`src/rtl/dmem_arbiter.sv`:
```
// dmem_arbiter: shares the single-port data memory (0x1001_xxxx window) between
// the CPU MEM stage and a DMA block-transfer engine. Each access is sequenced
// through ISSUE/WAIT/DONE and answered with a one-cycle ack. CPU has fixed
// priority; DMA overrides once it has waited STARVE_LIM cycles.
//
// Optional feature: define DMEM_ARB_PERF_EN to build the perf_conflict counter
// (cycles a CPU request is blocked by DMA). Without it perf_conflict is tied 0.
//
// state | meaning
// ------+---------------------------------------------------------------
// IDLE  | no access in flight; grant evaluated every cycle
// ISSUE | command on the memory bus (mem_en) or window error detected
// WAIT  | read latency countdown; mem_rdata captured on the last cycle
// DONE  | owner's ack pulses with captured rdata / err
module dmem_arbiter #(
  parameter int unsigned RD_LAT     = 1,
  parameter int unsigned STARVE_LIM = 8,
  parameter logic [15:0] BASE_HI    = 16'h1001,
  parameter logic [2:0]  DMA_LEN    = 3'd4
) (
  input  logic        clk,
  input  logic        rst,
  input  logic        cpu_req,
  input  logic        cpu_we,
  input  logic [2:0]  cpu_len,
  input  logic [31:0] cpu_addr,
  input  logic [31:0] cpu_wdata,
  output logic        cpu_ack,
  output logic [31:0] cpu_rdata,
  output logic        cpu_err,
  output logic        cpu_stall,
  input  logic        dma_req,
  input  logic        dma_we,
  input  logic [31:0] dma_addr,
  input  logic [31:0] dma_wdata,
  output logic        dma_ack,
  output logic [31:0] dma_rdata,
  output logic        dma_err,
  output logic        mem_en,
  output logic        mem_we,
  output logic [2:0]  mem_len,
  output logic [31:0] mem_addr,
  output logic [31:0] mem_wdata,
  input  logic [31:0] mem_rdata,
  output logic [15:0] perf_conflict
);

  localparam logic [1:0] S_IDLE  = 2'd0;
  localparam logic [1:0] S_ISSUE = 2'd1;
  localparam logic [1:0] S_WAIT  = 2'd2;
  localparam logic [1:0] S_DONE  = 2'd3;

  // WAIT is entered after the ISSUE cycle, so it lasts RD_LAT-1 more cycles
  // past the first WAIT cycle before the terminal count.
  localparam logic [2:0] LAT_LOAD   = 3'(RD_LAT - 1);
  localparam logic [7:0] STARVE_MAX = 8'(STARVE_LIM);

  logic [1:0]  state;
  logic        own_dma;
  logic        cmd_we;
  logic        cmd_err;
  logic [2:0]  lat_cnt;
  logic [7:0]  dma_wait;

  logic        grant_cpu;
  logic        grant_dma;
  logic        sel_we;
  logic [2:0]  sel_len;
  logic [31:0] sel_addr;
  logic [31:0] sel_wdata;
  logic        sel_in_win;
  logic        finish;
  logic [31:0] fin_data;
  logic        dma_owns;

  // Grant decision in IDLE: starved DMA first, then CPU, then DMA.
  always_comb begin
    grant_cpu = 1'b0;
    grant_dma = 1'b0;
    if (state == S_IDLE) begin
      if (dma_req && (dma_wait == STARVE_MAX)) begin
        grant_dma = 1'b1;
      end else if (cpu_req) begin
        grant_cpu = 1'b1;
      end else if (dma_req) begin
        grant_dma = 1'b1;
      end
    end
  end

  // Command selected from the winning requester, plus window check.
  always_comb begin
    sel_we     = grant_dma ? dma_we    : cpu_we;
    sel_len    = grant_dma ? DMA_LEN   : cpu_len;
    sel_addr   = grant_dma ? dma_addr  : cpu_addr;
    sel_wdata  = grant_dma ? dma_wdata : cpu_wdata;
    sel_in_win = (sel_addr[31:16] == BASE_HI);
  end

  // Completion strobe: writes/errors finish out of ISSUE, reads at terminal count.
  always_comb begin
    finish   = ((state == S_ISSUE) && (cmd_err || cmd_we)) ||
               ((state == S_WAIT) && (lat_cnt == 3'd0));
    fin_data = (state == S_WAIT) ? mem_rdata : 32'h0;
    dma_owns = (state != S_IDLE) && own_dma;
  end

  assign cpu_stall = cpu_req & ~cpu_ack;

  // Access sequencer and latched command / memory bus drive.
  always_ff @(posedge clk or posedge rst) begin
    if (rst) begin
      state     <= S_IDLE;
      own_dma   <= 1'b0;
      cmd_we    <= 1'b0;
      cmd_err   <= 1'b0;
      lat_cnt   <= 3'd0;
      mem_en    <= 1'b0;
      mem_we    <= 1'b0;
      mem_len   <= 3'd0;
      mem_addr  <= 32'h0;
      mem_wdata <= 32'h0;
    end else begin
      case (state)
        S_IDLE: begin
          if (grant_cpu || grant_dma) begin
            own_dma   <= grant_dma;
            cmd_we    <= sel_we;
            cmd_err   <= ~sel_in_win;
            mem_len   <= sel_len;
            mem_addr  <= sel_addr;
            mem_wdata <= sel_wdata;
            mem_en    <= sel_in_win;
            mem_we    <= sel_in_win & sel_we;
            state     <= S_ISSUE;
          end
        end
        S_ISSUE: begin
          mem_en <= 1'b0;
          mem_we <= 1'b0;
          if (cmd_err || cmd_we) begin
            state <= S_DONE;
          end else begin
            lat_cnt <= LAT_LOAD;
            state   <= S_WAIT;
          end
        end
        S_WAIT: begin
          if (lat_cnt == 3'd0) begin
            state <= S_DONE;
          end else begin
            lat_cnt <= lat_cnt - 3'd1;
          end
        end
        default: begin
          state <= S_IDLE;
        end
      endcase
    end
  end

  // Owner response: ack pulses once, rdata/err hold until the next ack.
  always_ff @(posedge clk or posedge rst) begin
    if (rst) begin
      cpu_ack   <= 1'b0;
      cpu_rdata <= 32'h0;
      cpu_err   <= 1'b0;
      dma_ack   <= 1'b0;
      dma_rdata <= 32'h0;
      dma_err   <= 1'b0;
    end else begin
      cpu_ack <= 1'b0;
      dma_ack <= 1'b0;
      if (finish) begin
        if (own_dma) begin
          dma_ack   <= 1'b1;
          dma_rdata <= fin_data;
          dma_err   <= cmd_err;
        end else begin
          cpu_ack   <= 1'b1;
          cpu_rdata <= fin_data;
          cpu_err   <= cmd_err;
        end
      end
    end
  end

  // DMA starvation counter: counts blocked DMA cycles, cleared on DMA grant.
  always_ff @(posedge clk or posedge rst) begin
    if (rst) begin
      dma_wait <= 8'd0;
    end else if (grant_dma) begin
      dma_wait <= 8'd0;
    end else if (dma_req && !dma_owns && (dma_wait != STARVE_MAX)) begin
      dma_wait <= dma_wait + 8'd1;
    end
  end

`ifdef DMEM_ARB_PERF_EN
  logic [15:0] perf_cnt;

  // Saturating count of cycles a CPU request is blocked by DMA.
  always_ff @(posedge clk or posedge rst) begin
    if (rst) begin
      perf_cnt <= 16'h0;
    end else if (cpu_req && (dma_owns || grant_dma) && (perf_cnt != 16'hFFFF)) begin
      perf_cnt <= perf_cnt + 16'h1;
    end
  end

  assign perf_conflict = perf_cnt;
`else
  assign perf_conflict = 16'h0;
`endif

endmodule

```
`config.mk`:
```
export PLATFORM = sky130hd
export DESIGN_NAME = dmem_arbiter
export DESIGN_NICKNAME = d
export VERILOG_FILES = /design/src/rtl/dmem_arbiter.sv
export SDC_FILE = /design/constraint.sdc
export NUM_CORES = 1
export LEC_CHECK = 0
export ABC_AREA = 1
export BUFFER_PORTS_ARGS = -buffer_cell sky130_fd_sc_hd__buf_2
export CAP_MARGIN = 20
export CORE_AREA = 2 2 125 127
export CTS_BUF_LIST = sky130_fd_sc_hd__clkbuf_4
export DETAILED_ROUTE_END_ITERATION = 12
export DIE_AREA = 0 0 127 129
export PLACE_DENSITY = 0.82
export RECOVER_POWER = 25
export SYNTH_ARGS = -nofsm -noshare
export SYNTH_HDL_FRONTEND = slang
export SYNTH_SLANG_ARGS = --single-unit
```
`constraint.sdc`:
```
create_clock -name clk -period 9.9 [get_ports clk]
set_clock_uncertainty 0.1 [all_clocks]
set_input_delay 1.485 -clock clk [delete_from_list [all_inputs] [get_ports clk]]
set_output_delay 1.485 -clock clk [all_outputs]
set_load 0.02 [all_outputs]
```
==> flow_summary.yaml, run 1 <==
status:
  status: "finished, violations left"
  violations: "capacitance limit, slew limit"
cells_and_area:
  mostFrequentLayoutCell: "buf_2"
  layout-drive-gt1-share_pct: 31.8
  syn2layout_area_growth_pct: 27.2
  final_cell_mix: "buf_2 (306), nand2_1 (231), dfrtp_1 (153), a21oi_1 (100), o21ai_0 (93)"
  fin_nets: 1268
  num_antenna_cells: 0
  num-fill-cells: 1375
clock_tree:
  postCtsSetupBuffers: 0
  cts_max_path_buffers: 2
  postCtsHoldBufs: 0
  cts-resized-gates: 0
  numCtsBuffers: 17
  clkSinkCount: 153
  clk_latency_ns: 0.53
  root_buffer: "clkbuf_4"
  cts_tree: "built"
  clkTransAtPathRegs_ns: 0.14
  cts_htree_levels: 4
pwr:
  cellLeakagePower_nw: 4.54
  vdd_ir_drop_max_mv: 0.188
  power_w: 0.00286
  powerDensity_nw_per_um2: 327
placed_design:
  pre_cts_ws_ns: 6.01
  dp_hpwl_um: 13700
  io_buffers: 306
  place_congestion: 0.869
synth:
  synthCells: 806
  yosysSeqAreaShare_pct: 55.8
  ys_ff_latch: 153
  avgSynthCellArea_um2: 8.51
  netlist_area_um2: 6860
  yosysWarnings: 0
  synth.distinct_cells: 30
floorplanning:
  core_area_um2: 15000
  die_y_um: 129
  fp.dieArea_um2: 16400
  initial_core_util_pct: 45.8
  rows: 45
  io_pins: 323
  die_w_um: 127
setup_path:
  end_kind: "async pin"
  cpMaxStageDelayCell: "clkinvlp_2"
  cp_max_fo: 72
  cp_slowest_stage_delay_ns: 1.66
  reg2reg_slack_ns: 6.55
  crit_family: "buffers and inverters"
  cp-start-kind: "input port"
  cp_num_buf_inv: 4
  path_cells: "buf_2, clkinvlp_2, clkbuf_1, buf_16"
  worstPathRequired_ns: 10.48
  path_class: "in -> async"
  worstPathArrival_ns: 4.43
global_route:
  grt_pass1_vias: 5925
  grt_usage_pct: 23.1
  grt_pass1_wl_um: 29700
  grt_antenna_before_repair: 0
  grt_overflow: 0
  grt_max_degree: 84
routing:
  totalWireLength_um: 19300
  firstDrtPassIters: 5
  drc: 0
  drt_iter0_drc: 331
  detail_route.wl_per_cell_um: 14.9
  ant_nets: 0
  vias: 6451
  vias_per_cell: 5.00
flow_run:
  cap_violations: 2
hold_path:
  hold_path.class: "reg -> reg"
timing:
  timing.final.ws_setup_ns: 6.06
  max_freq_ghz: 0.260
  rsz0062_at_grt: "false"
  finalHoldViolCount: 0
  slew_headroom_pct: -100
  tns_ns: 0
  fin_crit_sh_pct: 38.8
  setup_viol: 0
  worst_pin_slew_ns: 2.99
  fin_crit_ns: 3.84
  drv_slew: 111
## area by class of cell
cell class | instances | area, µm² | share of cell area, %
clock inverter | 12 | 175 | 2.01
multi-input combinational | 562 | 2570 | 29.5
inverter | 43 | 163 | 1.86
clock buffer | 19 | 143 | 1.64
timing repair buffer | 314 | 1600 | 18.4
sequential | 153 | 3830 | 43.9
tap | 188 | 235 | 2.70
## power breakdown
part	total (W)	internal, W	switching [W]	leakage [nW]
clock network	0.000430	0.000204	0.000225	0.165
registers	0.00105	0.000904	0.000145	1.90
logic	0.00138	0.000418	0.000960	2.48
## cells in the mapped netlist
master      n  area share, %
nand2_1   231             13
dfrtp_1   153             56
a21oi_1   101            7.4
o21ai_0    93            6.8
nor2_1     69            3.8
inv_1      41            2.2
clkbuf_1   25            1.4
buf_4      16            1.8
nand3b_1   12            1.3
buf_2      11           0.80
nand3_1    10           0.73
ha_1        8            1.5
buf_6       7            1.1
a31oi_1     4           0.36
buf_1       4           0.22
nor3_1      4           0.29
xor2_1      3           0.38
nor4_1      2           0.18
clkinv_1    1          0.055
conb_1      1          0.055
inv_2       1          0.055
nand2_4     1           0.16
nand3_2     1           0.15
nor2_2      1          0.091
o21a_1      1           0.11
o21ai_2     1           0.13
o21ai_4     1           0.24
o221ai_1    1           0.13
o22ai_1     1          0.091
o31ai_1     1           0.11
## per-stage QoR
stage	instance area, µm²	std cells	hold WS (ns)	util, %
6_report	8720	1291	0.344	58.2
5_1_grt	8720	1291	0.409	58.2
4_1_cts	8710	1290	0.347	58.1
3_5_place_dp	8390	1259	0.328	56.0
3_3_place_gp	8390	1259	0.322	56.0
2_1_floorplan	6920	821	0.315	-
## sequential cells by signal, summed over array words and instances, names as in the netlist
| signal | count |
|---|---|
| lat_cnt | 3 |
| cpu_ack | 1 |
| dma_ack | 1 |
| state | 2 |
| mem_len | 3 |
| cpu_err | 1 |
| dma_wait | 8 |
| cmd_err | 1 |
| own_dma | 1 |
| mem_wdata | 32 |
| cpu_rdata | 32 |
| mem_addr | 32 |
| mem_en | 1 |
| dma_err | 1 |
| mem_we | 1 |
| dma_rdata | 32 |
| cmd_we | 1 |
## path summary, 6_finish.rpt
kind,startpoint,endpoint,cells past startpoint
min in group asynchronous,rst,mem_addr[1]$_DFFE_PP0P_,2
worst min-delay path,own_dma$_DFFE_PP0P_,cpu_ack$_DFF_PP0_,1
worst max register to register,state[0]$_DFFE_PP0P_,dma_rdata[12]$_DFFE_PP0P_,9
worst max-delay path,rst,mem_wdata[31]$_DFFE_PP0P_,4
max in group clk,cpu_req,cpu_stall,4
worst min register to register,own_dma$_DFFE_PP0P_,cpu_ack$_DFF_PP0_,1
## metal layers
layer | track usage, % | vias to the layer above | part of all wire (%)
met1 | 28.5 | 2978 | 40
met5 | 0 | - | 0
met4 | 8.66 | 0 | 2.4
met2 | 38.3 | 301 | 49
met3 | 7.19 | 26 | 8.5
li1 | - | 3146 | -
## worst register-to-register path, delay by kind of cell (launching register included)
kind	cells	cell delay, ns
AND/OR/NAND/NOR	2	0.43
AO/OA/AOI/OAI	2	0.41
buffers and inverters	4	1.67
flip-flops	1	0.44
adder cells (fa/ha/maj)	1	0.14
## cell families after synthesis
family / Yosys count / share of synthesized area, %
xor gates and xnor gates: 3 / 0.383
and+or+nand+nor: 331 / 19.3
buffers and inverters: 106 / 7.64
DFF: 153 / 55.8
AOI/OAI and AO/OA: 204 / 15.3
adders and majority gates: 8 / 1.46
other: 1 / 0.0547
Note: power is estimated with default switching activity, not from simulation.
==> inputs of run 2 (changes only) <==
--- a/config.mk
+++ b/config.mk
@@ -8,10 +8,10 @@
 export ABC_AREA = 1
 export BUFFER_PORTS_ARGS = -buffer_cell sky130_fd_sc_hd__buf_2
 export CAP_MARGIN = 20
-export CORE_AREA = 2 2 125 127
+export CORE_MARGIN = 2
+export CORE_UTILIZATION = 44
 export CTS_BUF_LIST = sky130_fd_sc_hd__clkbuf_4
 export DETAILED_ROUTE_END_ITERATION = 12
-export DIE_AREA = 0 0 127 129
 export PLACE_DENSITY = 0.82
 export RECOVER_POWER = 25
 export SYNTH_ARGS = -nofsm -noshare
==> constraint.sdc (replaced) <==
create_clock -name clk -period 3.1 [get_ports clk]
set_clock_uncertainty 0.1 [all_clocks]
set_input_delay 0.465 -clock clk [delete_from_list [all_inputs] [get_ports clk]]
set_output_delay 0.465 -clock clk [all_outputs]
set_load 0.02 [all_outputs]
==> run 2 against run 1 <==
Against the previous run:
- the flow still finishes with violations (capacitance limit, slew limit)
- first-iteration DRC count increased by 13%
- clock-buffer cell count decreased by 1
- utilization decreased by 0.20 points
- critical path depth increased by 5
- sequential share of layout area decreased by 0.50 points
- via count increased by 1.8%
- sequential power increased to 3.2 times the previous value
- hold slack got worse by 0.29 ns
- combinational power increased to 3.2 times the previous value
- cell area increased by 1.2%
- register-to-register slack got worse by 6.2 ns
- largest cell class unchanged
- highest routed layer unchanged
==> flow_summary.yaml, run 2 (same netlist as run 1, synthesis figures left out) <==
global_route:
  grt_pass1_wl_um: 29600
  grt_usage_pct: 22.8
  grt_max_degree: 79
  grt_antenna_before_repair: 1
  grt_overflow: 0
  grt_pass1_vias: 6024
clock_tree:
  clk_latency_ns: 0.54
  cts-resized-gates: 0
  clkTransAtPathRegs_ns: 0.14
  cts_htree_levels: 4
  postCtsHoldBufs: 9
  cts_tree: "built"
  numCtsBuffers: 17
  postCtsSetupBuffers: 0
  cts_max_path_buffers: 2
  clkSinkCount: 153
  root_buffer: "clkbuf_4"
setup_path:
  end_kind: "flip-flop"
  cp_max_fo: 47
  r2r_end: "mem_addr[2]$_DFFE_PP0P_"
  path_class: "reg -> reg"
  cp-start-kind: "flip-flop"
  reg2reg_slack_ns: 0.37
  reg2regPathDepth: 9
  worstPathRequired_ns: 3.46
  reg2reg_from: "dma_wait[0]$_DFFE_PP0P_"
  worstPathArrival_ns: 3.08
cells_and_area:
  fin_nets: 1282
  layout-drive-gt1-share_pct: 31.9
  mostFrequentLayoutCell: "buf_2"
  final_cell_mix: "buf_2 (305), nand2_1 (231), dfrtp_1 (153), a21oi_1 (100), o21ai_0 (93)"
  syn2layout_area_growth_pct: 28.6
status:
  status: "finished, violations left"
  violations: "capacitance limit, slew limit"
pwr:
  vdd_ir_drop_max_mv: 0.559
  power_w: 0.00911
  powerDensity_nw_per_um2: 1030
  cellLeakagePower_nw: 4.59
placed_design:
  place_congestion: 0.846
  dp_hpwl_um: 13900
  io_buffers: 306
floorplanning:
  core_area_um2: 15200
  die_y_um: 129
  rows: 45
  io_pins: 323
  die_w_um: 129
  initial_core_util_pct: 45.1
  fp.dieArea_um2: 16600
timing:
  setup_viol: 0
  fin_crit_ns: 2.73
  rsz0062_at_grt: "false"
  slew_headroom_pct: -25.3
  drv_slew: 155
  tns_ns: 0
  finalHoldViolCount: 0
  worst_pin_slew_ns: 1.88
  fin_crit_sh_pct: 88.0
  max_freq_ghz: 0.367
hold_path:
  hold_end: "mem_wdata[18]$_DFFE_PP0P_"
  min_path_cells: 3
  hold_path.class: "in -> reg"
  min-delay-start: "dma_wdata[18]"
routing:
  drc: 0
  firstDrtPassIters: 5
  detail_route.wl_per_cell_um: 14.8
  totalWireLength_um: 19400
  ant_nets: 0
  vias_per_cell: 5.03
  vias: 6569
  drt_iter0_drc: 375
flow_run:
  cap_violations: 2
==> run 2: worst max path at each step <==
| stage | start | endpoint | slack, ns | cells past startpoint |
|---|---|---|---|---|
| after floorplan | rst | cmd_err$_DFFE_PP0P_ | 0.60 | 1 |
| after global placement | dma_wait[0]$_DFFE_PP0P_ | mem_addr[5]$_DFFE_PP0P_ | 0.54 | 9 |
| after detailed placement | dma_wait[0]$_DFFE_PP0P_ | mem_wdata[29]$_DFFE_PP0P_ | 0.47 | 9 |
| after CTS | dma_wait[0]$_DFFE_PP0P_ | mem_wdata[29]$_DFFE_PP0P_ | 0.41 | 9 |
| after global routing | dma_wait[0]$_DFFE_PP0P_ | mem_wdata[29]$_DFFE_PP0P_ | 0.13 | 9 |
| final | dma_wait[0]$_DFFE_PP0P_ | mem_addr[2]$_DFFE_PP0P_ | 0.37 | 9 |
==> run 2: power by group <==
| part | total, W | switching (W) | internal [W] |
|---|---|---|---|
| logic | 0.00442 | 0.00306 | 0.00136 |
| clock network | 0.00131 | 0.000741 | 0.000574 |
| registers | 0.00337 | 0.000483 | 0.00289 |
==> run 2: layout make-up <==
| cell class | instances | area (µm²) |
|---|---|---|
| diodes | 1 | 2.50 |
| multi-input cells | 562 | 2570 |
| fillers | 1362 | 6380 |
| inverters | 43 | 165 |
| flip-flops and latches | 153 | 3830 |
| well taps | 188 | 235 |
| clock buffers | 18 | 135 |
| repair buffers | 328 | 1710 |
| clock inverters | 14 | 170 |
==> run 2: per-stage QoR <==
step	hold slack [ns]	setup slack, ns	util [%]	instances	cell area, µm²
floorplan	0.315	0.604	-	821	6920
global placement	0.328	0.542	55.6	1265	8460
detailed placement	0.342	0.472	55.6	1265	8460
CTS	0.0000546	0.409	58.2	1306	8850
global route	0.00357	0.131	58.0	1306	8820
finish	0.0533	0.372	58.0	1307	8820
==> run 2: worst max-delay path, cell delays in order (launching register included) <==
cell	delay, ns
dfrtp_1	0.41
inv_1	0.12
ha_1	0.18
nand3_2	0.11
o21ai_4	0.43
nand2_4	0.33
clkinv_1	0.19
buf_4	0.45
nand2_1	0.10
a21oi_1	0.19
==> run 2: per-layer routing <==
layer	global-route usage, %	part of all wire [%]	up-vias
met4	8.82	2.7	0
li1	-	-	3187
met1	28.1	41	3051
met2	37.9	49	304
met3	6.57	8.1	27
met5	0	0	-
==> inputs of run 3 (changes only) <==
--- a/config.mk
+++ b/config.mk
@@ -9,10 +9,10 @@
 export BUFFER_PORTS_ARGS = -buffer_cell sky130_fd_sc_hd__buf_2
 export CAP_MARGIN = 20
 export CORE_MARGIN = 2
-export CORE_UTILIZATION = 44
+export CORE_UTILIZATION = 25
 export CTS_BUF_LIST = sky130_fd_sc_hd__clkbuf_4
 export DETAILED_ROUTE_END_ITERATION = 12
-export PLACE_DENSITY = 0.82
+export PLACE_DENSITY = 0.51
 export RECOVER_POWER = 25
 export SYNTH_ARGS = -nofsm -noshare
 export SYNTH_HDL_FRONTEND = slang
==> constraint.sdc (replaced) <==
create_clock -name clk -period 3 [get_ports clk]
set_clock_uncertainty 0.1 [all_clocks]
set_input_delay 0.45 -clock clk [delete_from_list [all_inputs] [get_ports clk]]
set_output_delay 0.45 -clock clk [all_outputs]
set_load 0.02 [all_outputs]
==> run 3 against run 2 <==
Against the previous run:
- the flow now finishes without violations
- routed wire length grew 14%
- cell area grew 7.8%
- die area grew 73%
- first-iteration DRC count shrank 3.7%
- highest routed layer is now met5
- worst setup slack lost 0.053 ns
- clock power is essentially flat
- total power grew 5.0%
==> flow_summary.yaml, run 3 (same netlist as run 1, synthesis figures left out) <==
status:
  status: "complete, no violations"
setup_path:
  path_class: "reg -> reg"
  worstPathRequired_ns: 3.41
  end_kind: "flip-flop"
  cp_max_fo: 50
  worstPathArrival_ns: 3.09
  cp-start-kind: "flip-flop"
routing:
  drc: 0
  wl_met2_um: 10100
  firstDrtPassIters: 4
  drt_iter0_drc: 361
  vias: 6625
  route.met3.wl_um: 1780
  totalWireLength_um: 22100
  dr.max_layer_used: "met5"
  detail_route.wl_per_cell_um: 14.6
  ant_nets: 0
  met1_length_um: 9930
  vias_per_cell: 4.40
global_route:
  grt_overflow: 0
  grt_pass1_wl_um: 34800
  grt_pass1_vias: 6612
  grt_max_degree: 72
  grt_antenna_before_repair: 2
  grt_usage_pct: 15.2
timing:
  slew_headroom_pct: 16.5
  fin_crit_sh_pct: 89.4
  hold_ws_ns: 0.0826
  fin_crit_ns: 2.68
  worst_pin_slew_ns: 1.24
  drv_slew: 0
  tns_ns: 0
  max_freq_ghz: 0.373
  rsz0062_at_grt: "false"
  setup_viol: 0
  finalHoldViolCount: 0
clock_tree:
  cts_htree_levels: 4
  clk_latency_ns: 0.54
  numCtsBuffers: 17
  root_buffer: "clkbuf_4"
  clkTransAtPathRegs_ns: 0.17
  cts_tree: "built"
  postCtsSetupBuffers: 0
  cts_max_path_buffers: 2
  clkSinkCount: 153
placed_design:
  place_congestion: 0.762
  dp_hpwl_um: 14900
  io_buffers: 306
cells_and_area:
  final_cell_mix: "buf_2 (306), nand2_1 (231), dfrtp_1 (153), a21oi_1 (100), o21ai_0 (93)"
  fin_nets: 1329
  num-fill-cells: 2894
  mostFrequentLayoutCell: "buf_2"
  syn2layout_area_growth_pct: 38.7
  layout-drive-gt1-share_pct: 30.6
pwr:
  vdd_ir_drop_max_mv: 0.370
  powerDensity_nw_per_um2: 1010
  cellLeakagePower_nw: 4.78
flow_run:
  cap_violations: 0
hold_path:
  hold_path.class: "in -> reg"
floorplanning:
  io_pins: 323
  fp.dieArea_um2: 28800
  die_w_um: 170
  die_y_um: 170
  initial_core_util_pct: 25.5
  core_area_um2: 27000
  rows: 60
[run 3: changes by cell type in the layout (fill, tap and decap cells not counted), moves of 2 or more]
cell           before  now
dlygate4sd3_1       9   57
clkbuf_4           18   20
buf_12              0    3
clkinv_2            2    0
clkinv_1            3    5
buf_4              11    6
[run 3: cell type report]
class	instances	area (µm²)	area share, %
antenna	1	2.50	0.0263
clock buffer	19	143	1.50
clock inverter	13	143	1.50
inverter	43	163	1.71
multi-input combinational	562	2580	27.2
sequential	153	3830	40.2
tap	341	427	4.48
timing repair buffer	375	2220	23.4
[run 3: path summary, 6_finish.rpt]
kind	from	end	slack (ns)	cells past startpoint
setup / recovery	dma_wait[0]$_DFFE_PP0P_	mem_wdata[26]$_DFFE_PP0P_	0.32	10
hold / removal	dma_addr[7]	mem_addr[7]$_DFFE_PP0P_	0.08	3
setup reg to reg	dma_wait[0]$_DFFE_PP0P_	mem_wdata[26]$_DFFE_PP0P_	0.32	10
hold reg to reg	own_dma$_DFFE_PP0P_	cpu_ack$_DFF_PP0_	0.36	1
max in group asynchronous	rst	mem_addr[4]$_DFFE_PP0P_	0.59	4
min in group asynchronous	rst	mem_addr[22]$_DFFE_PP0P_	0.59	3
[run 3: where the power goes]
group / leakage, nW / total [W] / switching [W] / internal [W]
clock: 0.146 / 0.00134 / 0.000820 / 0.000521
sequential: 1.90 / 0.00347 / 0.000484 / 0.00298
combinational: 2.73 / 0.00476 / 0.00322 / 0.00154
total: 4.78 / 0.00957 / 0.00453 / 0.00504
[run 3: per-stage QoR]
step | setup WS (ns) | cell area (µm²) | util (%) | total power [W] | std cells
2_1_floorplan | 0.519 | 6920 | - | 0.00651 | 821
3_3_place_gp | 0.646 | 8670 | 32.2 | 0.00814 | 1417
3_5_place_dp | 0.606 | 8670 | 32.2 | 0.00819 | 1417
4_1_cts | 0.237 | 9520 | 35.3 | 0.00970 | 1506
5_1_grt | 0.113 | 9510 | 35.3 | 0.0104 | 1507
6_report | 0.319 | 9510 | 35.3 | 0.00957 | 1507
[run 3: repair_timing]
| action | in CTS | in global routing |
|---|---|---|
| hold buffers | 57 | 0 |
| endpoints found under the setup margin | 0 | 2 |
| resized for setup | 0 | 1 |
| hold endpoints to repair | 73 | 0 |
[run 3: layer usage]
metal	global-route usage, %	up-vias
met3	3.96	16
met5	0	-
met1	19.8	3072
li1	-	3264
met4	4.42	2
met2	24.9	271
[run 3: critical path, stage by stage (launching register included)]
cell and delay, ns:
dfrtp_1 0.40, inv_1 0.11, ha_1 0.17, nand3_2 0.11, o21ai_4 0.24, nand2_8 0.26
clkinv_1 0.17, buf_12 0.26, nand2_1 0.08, a21oi_1 0.16, dlygate4sd3_1 0.57
